<file path="config.mk">
export PLATFORM = sky130hd
export DESIGN_NAME = prim_esc_responder_flat
export DESIGN_NICKNAME = d
export VERILOG_FILES = /design/src/rtl/prim_esc_responder_if.sv /design/src/rtl/prim_esc_responder.sv /design/src/flat_wrapper.sv
export SDC_FILE = /design/constraint.sdc
export NUM_CORES = 1
export LEC_CHECK = 0
export ABC_AREA = 0
export CORE_MARGIN = 3
export CORE_UTILIZATION = 60
export CTS_BUF_LIST = sky130_fd_sc_hd__clkbuf_8
export CTS_CLUSTER_DIAMETER = 40
export DETAILED_ROUTE_END_ITERATION = 7
export GPL_TIMING_DRIVEN = 0
export PLACE_DENSITY_LB_ADDON = 0.12
export SLEW_MARGIN = 25
export SYNTH_ARGS = -nofsm -noshare
export SYNTH_HDL_FRONTEND = slang
export SYNTH_SLANG_ARGS = --single-unit
</file>
<file path="constraint.sdc">
create_clock -name clk_i -period 2.2 [get_ports clk_i]
set_input_delay 0.44 -clock clk_i [delete_from_list [all_inputs] [get_ports clk_i]]
set_output_delay 0.44 -clock clk_i [all_outputs]
set_load 0.02 [all_outputs]
</file>
<file path="src/rtl/prim_esc_responder_if.sv">
`default_nettype none
// ============================================================================
// Module : prim_esc_responder_if
// Brief  : Escalation differential pair, response pair and status flags
// Rev    : 1.0
// ============================================================================
interface prim_esc_responder_if;
  logic esc_p_i;
  logic esc_n_i;
  logic resp_p_o;
  logic resp_n_o;
  logic esc_req_o;
  logic sigint_o;
  logic timeout_o;

  modport master (
    output esc_p_i, esc_n_i,
    input  resp_p_o, resp_n_o, esc_req_o, sigint_o, timeout_o
  );

  modport slave (
    input  esc_p_i, esc_n_i,
    output resp_p_o, resp_n_o, esc_req_o, sigint_o, timeout_o
  );
endinterface
`default_nettype wire

</file>
<file path="src/rtl/prim_esc_responder.sv">
`default_nettype none
// ============================================================================
// Module : prim_esc_responder
// Brief  : Differential escalation receiver with ping response and timeout
// Rev    : 1.0
// ============================================================================
module prim_esc_responder #(
  parameter int unsigned TimeoutCycles = 1024,
  parameter int unsigned TimeoutCntW   = 16
) (
  input  logic                clk_i,
  input  logic                rst_i,
  prim_esc_responder_if.slave bus
);

  localparam logic [2:0] ST_IDLE   = 3'd0;
  localparam logic [2:0] ST_CHECK  = 3'd1;
  localparam logic [2:0] ST_PING   = 3'd2;
  localparam logic [2:0] ST_ESC    = 3'd3;
  localparam logic [2:0] ST_SIGINT = 3'd4;

  localparam logic [TimeoutCntW-1:0] C_TIMEOUT = TimeoutCntW'(TimeoutCycles);
  localparam logic                   C_TO_EN   = (TimeoutCycles != 0);

  logic [2:0]             r_state;
  logic [2:0]             w_state_nxt;
  logic                   r_resp_p;
  logic                   r_resp_n;
  logic                   w_resp_p_nxt;
  logic                   w_resp_n_nxt;
  logic                   r_esc_req;
  logic                   r_timeout;
  logic                   w_timeout_nxt;
  logic [TimeoutCntW-1:0] r_cnt;
  logic [TimeoutCntW-1:0] w_cnt_nxt;
  logic                   w_hi;
  logic                   w_lo;
  logic                   w_ping_done;

  assign w_hi        = bus.esc_p_i & ~bus.esc_n_i;
  assign w_lo        = ~bus.esc_p_i & bus.esc_n_i;
  assign w_ping_done = (r_state == ST_PING);

  always_comb begin
    w_state_nxt  = r_state;
    w_resp_p_nxt = 1'b0;
    w_resp_n_nxt = 1'b1;
    case (r_state)
      ST_IDLE: begin
        if (w_hi) begin
          w_state_nxt  = ST_CHECK;
          w_resp_p_nxt = 1'b1;
          w_resp_n_nxt = 1'b0;
        end else if (!w_lo) begin
          w_state_nxt  = ST_SIGINT;
          w_resp_p_nxt = 1'b1;
          w_resp_n_nxt = 1'b1;
        end
      end
      ST_CHECK: begin
        if (w_hi) begin
          w_state_nxt = ST_ESC;
        end else if (w_lo) begin
          w_state_nxt = ST_PING;
        end else begin
          w_state_nxt  = ST_SIGINT;
          w_resp_p_nxt = 1'b1;
          w_resp_n_nxt = 1'b1;
        end
      end
      ST_PING: begin
        w_state_nxt  = ST_IDLE;
        w_resp_p_nxt = 1'b1;
        w_resp_n_nxt = 1'b0;
      end
      ST_ESC: begin
        if (w_hi) begin
          w_resp_p_nxt = ~r_resp_p;
          w_resp_n_nxt = r_resp_p;
        end else if (w_lo) begin
          w_state_nxt = ST_IDLE;
        end else begin
          w_state_nxt  = ST_SIGINT;
          w_resp_p_nxt = 1'b1;
          w_resp_n_nxt = 1'b1;
        end
      end
      ST_SIGINT: begin
        // Both rails toggle together so the sender sees a protocol violation.
        if (w_lo) begin
          w_state_nxt = ST_IDLE;
        end else begin
          w_resp_p_nxt = ~r_resp_p;
          w_resp_n_nxt = ~r_resp_p;
        end
      end
      default: w_state_nxt = ST_IDLE;
    endcase
  end

  // A completing ping in the same cycle the count saturates suppresses the timeout.
  always_comb begin
    w_cnt_nxt     = r_cnt;
    w_timeout_nxt = r_timeout;
    if (C_TO_EN) begin
      if (w_ping_done) begin
        w_cnt_nxt = '0;
      end else if (r_cnt != C_TIMEOUT) begin
        w_cnt_nxt = r_cnt + 1'b1;
      end
      if (r_cnt == C_TIMEOUT && !w_ping_done) begin
        w_timeout_nxt = 1'b1;
      end
    end else begin
      w_cnt_nxt = '0;
    end
  end

  always_ff @(posedge clk_i or posedge rst_i) begin
    if (rst_i) begin
      r_state   <= ST_IDLE;
      r_resp_p  <= 1'b0;
      r_resp_n  <= 1'b1;
      r_esc_req <= 1'b0;
      r_timeout <= 1'b0;
      r_cnt     <= '0;
    end else begin
      r_state   <= w_state_nxt;
      r_resp_p  <= w_resp_p_nxt;
      r_resp_n  <= w_resp_n_nxt;
      r_esc_req <= (w_state_nxt == ST_ESC) | w_timeout_nxt;
      r_timeout <= w_timeout_nxt;
      r_cnt     <= w_cnt_nxt;
    end
  end

  assign bus.resp_p_o  = r_resp_p;
  assign bus.resp_n_o  = r_resp_n;
  assign bus.esc_req_o = r_esc_req;
  assign bus.sigint_o  = (r_state == ST_SIGINT);
  assign bus.timeout_o = r_timeout;

endmodule
`default_nettype wire

</file>
<file path="src/flat_wrapper.sv">
// flat-port wrapper written by rule: the top's interface ports become plain ports
module prim_esc_responder_flat 
#(
  parameter int unsigned TimeoutCycles = 1024,
  parameter int unsigned TimeoutCntW   = 16
)
  (clk_i, rst_i, bus_esc_p_i, bus_esc_n_i, bus_resp_p_o, bus_resp_n_o, bus_esc_req_o, bus_sigint_o, bus_timeout_o);
  prim_esc_responder_if bus_i ();
  input  logic clk_i;
  input  logic rst_i;
  input wire logic [$bits(bus_i.esc_p_i)-1:0] bus_esc_p_i;
  input wire logic [$bits(bus_i.esc_n_i)-1:0] bus_esc_n_i;
  output wire logic [$bits(bus_i.resp_p_o)-1:0] bus_resp_p_o;
  output wire logic [$bits(bus_i.resp_n_o)-1:0] bus_resp_n_o;
  output wire logic [$bits(bus_i.esc_req_o)-1:0] bus_esc_req_o;
  output wire logic [$bits(bus_i.sigint_o)-1:0] bus_sigint_o;
  output wire logic [$bits(bus_i.timeout_o)-1:0] bus_timeout_o;
  assign bus_i.esc_p_i = bus_esc_p_i;
  assign bus_i.esc_n_i = bus_esc_n_i;
  assign bus_resp_p_o = bus_i.resp_p_o;
  assign bus_resp_n_o = bus_i.resp_n_o;
  assign bus_esc_req_o = bus_i.esc_req_o;
  assign bus_sigint_o = bus_i.sigint_o;
  assign bus_timeout_o = bus_i.timeout_o;
  prim_esc_responder #(.TimeoutCycles(TimeoutCycles), .TimeoutCntW(TimeoutCntW)) u_core (.clk_i(clk_i), .rst_i(rst_i), .bus(bus_i));
endmodule
</file>
==> flow_summary_export.csv <==
group,metric,value,unit
worst_setup_path,cpPeakStageDelay,0.50,ns
worst_setup_path,critPathRequiredTime,2.32,ns
drt,drc,0,
synthesis,syn_area,1280,sq um
synthesis,ys_seq_area_frac,0.451,
floorplan,die_w,52.2,microns
grt,grt_usage,0.220,
drt,ant_nets,0,
placed_design,place_area,1390,sq um
grt,gr-total-overflow,0,
synthesis,synth_cell_types,41,
worst_setup_path,critPathBufInv,2,
clock_tree,cts_tree,"done",
cells_and_area,diodes,0,
clock_tree,cts.sinks,23,
worst_setup_path,critPathArrivalTime,1.99,ns
sta,drv_slew,0,
run_status,outcome,"finished, final reports clean",
floorplan,io_pins,9,
min_path,min_path_type,"reg -> reg",
drt,first_pass_iters,4,
grt,grt_max_degree,24,
min_path,hold_path_depth,1,
power_and_ir_drop,leakagePower,0.654,nW
worst_setup_path,setup.worst_path.start,"bus_esc_n_i",
worst_setup_path,r2r_start,"u_core.r_cnt[0]",
synthesis,synth_ff_type,"dfrtp_1",
cells_and_area,multi_input_area,664,sq um
sta,fin_skew,0.00156,ns
sta,period_minus_slack,1.87,ns
worst_setup_path,ff2ff_path_depth,5,
synthesis,synth_area_leaders,"dfrtp_1, ha_1, nor2_1",
cells_and_area,final_cell_mix,"dfrtp_1, nor2_1, nand2_1, clkdlybuf4s50_1",
power_and_ir_drop,vdd_drop_max,0.000715,V
clock_tree,clkTransAtPathRegs,0.08,ns
worst_setup_path,worstSetupStartpointType,"input port",
drt,via_count,1037,
cells_and_area,fin_nets,156,
clock_tree,root_buffer,"clkbuf_8",
floorplan,initial_core_util,0.646,
synthesis,syn-instance-count,133,
synthesis,ys_seq_elements,23,
floorplan,rows,16,
min_path,whs_endpoint,"u_core.bus.timeout_o",
drt,wire_per_inst,15.0,microns
drt,routed_wl,2580,microns
cells_and_area,layout-drive-gt1-share,0.0690,
power_and_ir_drop,power.density,941,nW/um^2
drt,first_iter_violations,28,
min_path,hp-start,"u_core.bus.timeout_o",
floorplan,core-area,1980,sq um
clock_tree,clockBufferDepth,2,
job,cap_violations,0,
synthesis,synth_edf_count,0,
worst_setup_path,path_class,"in -> reg",
worst_setup_path,timing.rr.end,"u_core.r_cnt[14]",
drt,via_per_inst,6.03,
cells_and_area,regArea,577,sq um
cells_and_area,area_growth,12.6,%
cells_and_area,final_area,1440,sq um
clock_tree,cts_inserted_buffers,3,
synthesis,synth_warnings,0,
sta,min_period_over_period,0.850,
clock_tree,clock_latency,0.26,ns
placed_design,numPortBuffers,8,
grt,grt_pass1_vias,980,
synthesis,synth_area_per_cell,9.62,sq um
synthesis,synth_nets,143,
floorplan,dieArea,2720,sq um
worst_setup_path,endpoint_kind,"register",
cells_and_area,layout_commonest_cell,"dfrtp_1",
grt,antenna_found_initial,0,
synthesis,synth_top_area_cell,"dfrtp_1",
sta,worstMarginPinSlew,0.871,ns
sta,rsz0062_at_grt,"false",
worst_setup_path,crit_fanout,3,
cells_and_area,final.fill_count,133,
synthesis,synth-async-reset-ratio,1.00,
sta,max_freq,0.535,GHz
grt,grt_pass1_wl,4400,microns
worst_setup_path,cp_top_family,"buffers and inverters",
placed_design,dpl.hpwl,1800,microns
clock_tree,htree_levels,1,
worst_setup_path,reg2reg_setup_slack,0.42,ns
placed_design,routabilityCongestion,0.776,
sta,setup_violations,0,
worst_setup_path,crit_slowest_cell,"clkdlybuf4s50_1",
sta,fin_setup_tns,0,ns
worst_setup_path,path_cells,"clkdlybuf4s50_1 > inv_1 > ha_1 > nor2b_1 > o21ai_0 > o211ai_1",
floorplan,die_h,52.2,microns
sta,report.final.hold_viol_count,0,
sta,relSlewSlack,0.418,
synthesis,synth_top_area_frac,0.430,
-- per-stage QoR --
stage / instances / hold WS, ns / setup slack [ns] / power (mW) / util
6_report: 172 / 0.523 / 0.331 / 1.36 / 0.727
5_1_grt: 172 / 0.540 / 0.167 / 1.46 / 0.727
4_1_cts: 172 / 0.524 / 0.0292 / 1.36 / 0.726
3_5_place_dp: 168 / 0.494 / 0.0692 / 1.10 / 0.703
3_3_place_gp: 168 / 0.503 / 0.144 / 1.08 / 0.703
2_1_floorplan: 133 / 0.441 / 0.615 / 0.957 / -
-- worst max-delay path by stage --
stage | endpoint | slack [ns] | depth (start not counted)
2_1_floorplan | u_core.r_cnt[14] | 0.62 | 5
5_1_grt | u_core.bus.resp_p_o | 0.17 | 6
3_5_place_dp | u_core.bus.resp_p_o | 0.07 | 6
4_1_cts | bus_sigint_o | 0.03 | 4
3_3_place_gp | u_core.bus.esc_req_o | 0.14 | 6
6_report | u_core.bus.resp_p_o | 0.33 | 6
-- synthesized netlist by cell type (2+ instances only) --
master	number
nor2_1	14
nand4_1	3
o211ai_1	3
clkbuf_1	4
nor2b_1	5
xnor2_1	5
inv_1	5
dfrtp_1	22
nor3b_1	3
and2_1	2
nor4_1	4
nor3_1	3
ha_1	6
a41o_1	2
xor2_1	3
o21ai_0	5
nand2_1	11
or4_1	3
nand3_1	5
a21oi_1	4
-- repair_timing --
| action | 4_1_cts | 5_1_grt |
|---|---|---|
| endpoints found under the hold margin | 0 | 0 |
| hold buffers | 0 | 0 |
| setup endpoints to repair | 0 | 1 |
| resized for setup | 0 | 1 |
| setup buffers | 0 | 0 |
-- cell type report --
class,count,area share
multi-input cells,100,0.461
flip-flops and latches,23,0.400
repair buffers,8,0.0573
clock buffers,3,0.0286
well taps,27,0.0234
plain buffers,5,0.0139
inverters,5,0.0130
clock inverters,1,0.00260
-- worst reg2reg max path, stage by stage (launching register included) --
cell and delay, ns:
dfrtp_1 0.43, ha_1 0.22, and3_4 0.24, nand3_4 0.11, or4_1 0.54, a21oi_1 0.17
-- where the power goes --
group,internal [mW],switching (mW)
Clock,0.125,0.135
Combinational,0.212,0.261
Sequential,0.524,0.0990
-- registers in the layout, summed over array words and instances, names as in the netlist --
signal / cells
u_core.bus.esc_req_o: 1
u_core.bus.timeout_o: 1
u_core.bus.resp_n_o: 1
u_core.r_cnt: 16
u_core.bus.resp_p_o: 1
u_core.r_state: 3
-- logic make-up after synthesis --
family          share of synthesized area
mux                               0.00782
flops                               0.451
simple gates                        0.287
buf+inv                            0.0303
xor+xnor                           0.0547
fa+ha+maj                          0.0586
compound gates                      0.110
-- routing by layer --
metal  track usage  share of wire  vias to the layer above  wire [microns]
met5             0              0                        -               0
met4        0.0766          0.013                        0              34
met3        0.0342          0.048                        5             123
met2         0.347           0.50                       34            1280
met1         0.308           0.44                      500            1140
li1              -              -                      498               -
No activity file was read; power rests on OpenSTA's default activity.
